### src/rtl/control_sequencer.sv
`default_nettype none
// ============================================================================
// Module   : control_sequencer
// Purpose  : SAP CPU micro-op sequencer: one registered 16-bit control word
//            per T-state, falling-edge clocked.
// Revision : 1.0 - initial release
// ============================================================================
module control_sequencer #(
    parameter int OPCODE_W  = 4,
    parameter int EARLY_END = 1
) (
    input  logic                clk,
    input  logic                resetn,
    input  logic [OPCODE_W-1:0] opcode,
    input  logic                zero_flag,
    input  logic                carry_flag,
    output logic [15:0]         ctrl,
    output logic [2:0]          stage,
    output logic                instr_done,
    output logic                halted
);

    typedef enum logic [2:0] {
        ST_T0   = 3'd0,
        ST_T1   = 3'd1,
        ST_T2   = 3'd2,
        ST_T3   = 3'd3,
        ST_T4   = 3'd4,
        ST_T5   = 3'd5,
        ST_HALT = 3'd6,
        ST_RST  = 3'd7
    } state_t;

    localparam logic [15:0] C_IDLE     = 16'h0FE3;
    localparam logic [15:0] C_JUMP     = 16'h1FA3;
    localparam logic [15:0] C_IR_ADDR  = 16'h07A3;

    localparam logic [3:0] C_OP_HLT = 4'h0;
    localparam logic [3:0] C_OP_NOP = 4'h1;
    localparam logic [3:0] C_OP_ADD = 4'h2;
    localparam logic [3:0] C_OP_SUB = 4'h3;
    localparam logic [3:0] C_OP_LDA = 4'h4;
    localparam logic [3:0] C_OP_OUT = 4'h5;
    localparam logic [3:0] C_OP_STA = 4'h6;
    localparam logic [3:0] C_OP_JMP = 4'h7;
    localparam logic [3:0] C_OP_LDI = 4'h8;
    localparam logic [3:0] C_OP_JZ  = 4'h9;
    localparam logic [3:0] C_OP_JC  = 4'hA;

    state_t      r_stage;
    logic [15:0] r_ctrl;
    logic        r_done;
    logic        r_halted;

    logic        w_undef;
    logic [3:0]  w_op;
    state_t      w_last;
    state_t      w_next;
    logic [15:0] w_word;
    logic        w_done;

    // Opcodes beyond the 4-bit map fold onto NOP
    generate
        if (OPCODE_W > 4) begin : g_wide_opcode
            assign w_undef = |opcode[OPCODE_W-1:4];
        end else begin : g_narrow_opcode
            assign w_undef = 1'b0;
        end
    endgenerate

    assign w_op = w_undef ? C_OP_NOP : opcode[3:0];

    always_comb begin
        w_last = ST_T5;
        if (EARLY_END != 0) begin
            case (w_op)
                C_OP_ADD, C_OP_SUB, C_OP_STA:                  w_last = ST_T5;
                C_OP_LDA:                                      w_last = ST_T4;
                C_OP_OUT, C_OP_JMP, C_OP_LDI, C_OP_JZ, C_OP_JC: w_last = ST_T3;
                default:                                       w_last = ST_T2;
            endcase
        end
    end

    always_comb begin
        w_next = r_stage;
        case (r_stage)
            ST_RST:  w_next = ST_T0;
            ST_HALT: w_next = ST_HALT;
            ST_T2: begin
                if (w_op == C_OP_HLT)
                    w_next = ST_HALT;
                else if (w_last == ST_T2)
                    w_next = ST_T0;
                else
                    w_next = ST_T3;
            end
            default: begin
                if (r_stage == w_last)
                    w_next = ST_T0;
                else
                    w_next = state_t'(r_stage + 3'd1);
            end
        endcase
    end

    // Words are decoded for the stage being entered so ctrl always matches stage
    always_comb begin
        w_word = C_IDLE;
        case (w_next)
            ST_T0: w_word = 16'h27E3;
            ST_T1: w_word = 16'h4FE3;
            ST_T2: w_word = 16'h0D63;
            ST_T3: begin
                case (w_op)
                    C_OP_ADD, C_OP_SUB, C_OP_LDA, C_OP_STA: w_word = C_IR_ADDR;
                    C_OP_OUT: w_word = 16'h0FF2;
                    C_OP_JMP: w_word = C_JUMP;
                    C_OP_LDI: w_word = 16'h0F83;
                    C_OP_JZ:  w_word = zero_flag  ? C_JUMP : C_IDLE;
                    C_OP_JC:  w_word = carry_flag ? C_JUMP : C_IDLE;
                    default:  w_word = C_IDLE;
                endcase
            end
            ST_T4: begin
                case (w_op)
                    C_OP_ADD, C_OP_SUB: w_word = 16'h0DE1;
                    C_OP_LDA:           w_word = 16'h0DC3;
                    C_OP_STA:           w_word = 16'h0BF3;
                    default:            w_word = C_IDLE;
                endcase
            end
            ST_T5: begin
                case (w_op)
                    C_OP_ADD: w_word = 16'h8FC7;
                    C_OP_SUB: w_word = 16'h8FCF;
                    C_OP_STA: w_word = 16'h0EE3;
                    default:  w_word = C_IDLE;
                endcase
            end
            default: w_word = C_IDLE;
        endcase
    end

    // HLT completes in T2 regardless of EARLY_END
    assign w_done = (w_next == w_last) || ((w_next == ST_T2) && (w_op == C_OP_HLT));

    always_ff @(negedge clk) begin
        if (!resetn) begin
            r_stage  <= ST_RST;
            r_ctrl   <= C_IDLE;
            r_done   <= 1'b0;
            r_halted <= 1'b0;
        end else begin
            r_stage  <= w_next;
            r_ctrl   <= w_word;
            r_done   <= w_done;
            r_halted <= (w_next == ST_HALT);
        end
    end

    assign ctrl       = r_ctrl;
    assign stage      = r_stage;
    assign instr_done = r_done;
    assign halted     = r_halted;

endmodule
`default_nettype wire

### config.mk
export PLATFORM = sky130hd
export DESIGN_NAME = control_sequencer
export DESIGN_NICKNAME = d
export VERILOG_FILES = /design/src/rtl/control_sequencer.sv
export SDC_FILE = /design/constraint.sdc
export NUM_CORES = 1
export LEC_CHECK = 0
export CAP_MARGIN = 0
export CORE_MARGIN = 2
export CORE_UTILIZATION = 48
export DETAILED_ROUTE_END_ITERATION = 6
export GPL_TIMING_DRIVEN = 0
export HOLD_SLACK_MARGIN = 0.03
export PLACE_DENSITY_LB_ADDON = 0.12
export SLEW_MARGIN = 20
export SYNTH_ARGS = -nofsm -noshare
export SYNTH_HDL_FRONTEND = slang
export SYNTH_SLANG_ARGS = --single-unit
### constraint.sdc
create_clock -name clk -period 3.4 [get_ports clk]
set_clock_uncertainty 0.2 [all_clocks]
set_input_delay 0.85 -clock clk [delete_from_list [all_inputs] [get_ports clk]]
set_output_delay 0.85 -clock clk [all_outputs]
set_load 0.03 [all_outputs]
==> flow_summary_export.csv <==
group,metric,value,unit
cts,cts_hold_buf,0,
logic_synthesis,synth_cells,132,
floorplan,die_area,2760,sq um
grt,grt_pass1_vias,1369,
cts,clockBufferDepth,2,
setup_path,cp-startpoint,"opcode[1]",
timing,fin_ws,-1.36,ns
drt,wl_met2,2.77,mm
setup_path,critPathArrivalTime,3.18,ns
place,gp_congestion,0.959,
logic_synthesis,mappedNetlistArea,1130,sq um
timing,fin_hold_ws,0.903,ns
logic_synthesis,synthTopCellsByCount,"dfxtp_1 (20), nand2_1 (15), nor2_1 (15), inv_1 (6)",
finish,fill_cells,26,
power,leakagePower,0.937,nW
timing,hold_viol_final,0,
drt,first_pass_iters,6,
finish,seqCellArea,432,sq um
finish,stdcell_area,2170,sq um
grt,grt_max_degree,13,
logic_synthesis,synth_area_leaders,"dfxtp_1 (35%), nand2_1 (5.0%), nor2_1 (5.0%)",
drt,highest_layer,"met5",
setup_path,cp.required,1.81,ns
power,p_per_area,943,nW/um^2
logic_synthesis,synth_top_area_cell,"dfxtp_1",
cts,htreeDepth,1,
flow_run,max-cap-violations,0,
cts,cts_tree,"done",
drt,wl,6.50,mm
logic_synthesis,synth_ff_type,"dfxtp_1",
min_path,hold_end,"ctrl[8]$_SDFF_NN1_",
logic_synthesis,yosysMostFrequentCell,"dfxtp_1",
setup_path,path_class,"input pin to flop",
place,placed_area,1520,sq um
finish,drive_above_1_share,0.592,
cts,numCtsBuffers,3,
logic_synthesis,syn-num-nets,143,
finish,syn2layout_area_growth,92.1,%
power,vdd_drop_max,1.27,mV
setup_path,rr_worst_depth,10,
setup_path,crit_path_start_kind,"input pin",
status,failed_checks,"negative setup slack",
setup_path,cp_max_fo,5,
finish,multiInputGateArea,877,sq um
logic_synthesis,synth_cell_types,49,
logic_synthesis,ys_seq_elements,20,
logic_synthesis,ys_async_sr_fraction,0,
cts,root_buffer,"clkbuf_4",
finish,final_nets,225,
grt,grt_pass1_wl,6.64,mm
floorplan,fp.dieW,52.5,um
cts,clock_sinks,20,
finish,n_antenna_cell,0,
drt,num_vias,1706,
drt,met1_length,2.15,mm
drt,drtIter0Drc,149,
floorplan,initial_core_util,0.510,
status,status,"finished, violations left",
place,portBuffers,26,
floorplan,die_h,52.5,um
logic_synthesis,yosysWarnings,0,
setup_path,end_kind,"flop",
logic_synthesis,ys_seq_area_frac,0.355,
setup_path,timing.rr.start,"stage[0]$_SDFF_NN1_",
min_path,hold_path_depth,5,
timing,slew_violations,0,
cts,clk_pin_slew,0.07,ns
timing,max_slew_margin,0.681,
drt,avgViaCountPerCell,7.08,
logic_synthesis,syn_avg_cell_area,8.55,sq um
setup_path,reg2reg_to,"ctrl[6]$_SDFF_NN1_",
drt,route.met3.wl,971,um
timing,worst_pin_slew,0.476,ns
cts,clock_latency,0.43,ns
min_path,hp-class,"flop to flop",
floorplan,rows,17,
floorplan,core_area,2210,sq um
grt,grt-ovfl-total,0,
grt,grtUsageTotal,0.333,
drt,avgRoutedWirePerCell,27.0,um
drt,drtAntennaViolNets,0,
logic_synthesis,synth_edf_count,0,
timing,rsz0062_at_grt,"true",
floorplan,ios,29,
place,hpwl,2.25,mm
min_path,hp-start,"stage[2]$_SDFF_NN1_",
finish,final_util,0.980,
setup_path,rrSetupSlack,0.49,ns
grt,antenna_found_initial,1,
drt,drc,0,
logic_synthesis,synth_top_area_frac,0.355,
timing,finalSetupViolations,41,
area by class of cell:
class | count | area share
Timing Repair Buffer | 59 | 0.283
Inverter | 5 | 0.00866
Sequential cell | 20 | 0.199
Tap cell | 28 | 0.0162
Clock buffer | 3 | 0.0104
Clock inverter | 21 | 0.0375
Buffer | 8 | 0.0410
Multi-Input combinational cell | 97 | 0.405
per-layer routing:
metal  track usage  vias up
li1              -      648
met1         0.382      756
met2         0.560      222
met3        0.0857       78
met4         0.175        2
met5             0        -
logic make-up (layout without fill, tap and decap cells):
group | count (synthesis) | after routing | synth area share
AND/OR/NAND/NOR | 63 | 63 | 0.287
AO/OA/AOI/OAI | 29 | 29 | 0.238
flip-flops | 20 | 20 | 0.355
buffers and inverters | 15 | 96 | 0.0676
adder cells (fa/ha/maj) | 3 | 3 | 0.0333
multiplexers | 2 | 2 | 0.0188
cell usage in the layout, fill, tap and decap left out, drive strengths merged, types with 2 or more instances in the layout:
cell	Yosys	final
buf	7	63
inv	6	26
dfxtp	20	20
nor2	16	16
nand2	15	15
a2111oi	4	4
or2	4	4
or3	4	4
clkbuf	2	4
nor3	4	4
nand4	3	3
ha	3	3
clkdlybuf4s50	0	3
o21ai	3	3
and3	3	3
a21oi	3	3
and2	2	2
nand4b	2	2
a21o	2	2
nand2b	2	2
nor4	2	2
nor2b	2	2
a32oi	2	2
nand3	2	2
where the power goes:
part / internal, W / switching (W) / total [W]
clock: 0.0000767 / 0.000216 / 0.000293
combinational: 0.000655 / 0.000761 / 0.00142
sequential: 0.000301 / 0.0000353 / 0.000336
total: 0.00103 / 0.00101 / 0.00204
through the flow:
stage,worst slack [ns],power [W],std cells,TNS (ns)
after floorplan,-1.25,0.000878,132,-19.56
after global placement,-2.05,0.00106,186,-41.02
after detailed placement,-2.16,0.00108,186,-43.29
after CTS,-1.02,0.00150,225,-18.84
after global routing,-1.35,0.00206,241,-24.93
final,-1.36,0.00204,241,-24.68
worst max path at each step:
stage / end / slack (ns) / cells after the start
2_1_floorplan: ctrl[0]$_SDFF_NN1_ / -1.25 / 7
3_3_place_gp: instr_done$_SDFF_NN0_ / -2.05 / 9
3_5_place_dp: ctrl[5]$_SDFF_NN1_ / -2.16 / 9
4_1_cts: ctrl[5]$_SDFF_NN1_ / -1.02 / 11
5_1_grt: ctrl[6]$_SDFF_NN1_ / -1.35 / 11
6_report: ctrl[6]$_SDFF_NN1_ / -1.36 / 11
flip-flops by register name, summed over array words and instances, names as in the netlist:
signal / flops
stage: 3
halted: 1
instr_done: 1
ctrl: 15
critical path: stages:
cell       delay [ns]
buf_12           0.11
buf_12           0.12
nor2b_1          0.32
a31o_2           0.25
a2111oi_4        0.04
o41a_1           0.47
buf_6            0.17
buf_12           0.12
nor2_4           0.19
nand4_1          0.20
a221o_1          0.33
what timing repair did:
item	in CTS	in global routing
pin swaps	14	16
setup buffers	17	17
gates resized for setup	208	25
setup endpoints to repair	41	41
Note: power is estimated with default switching activity, not from simulation.
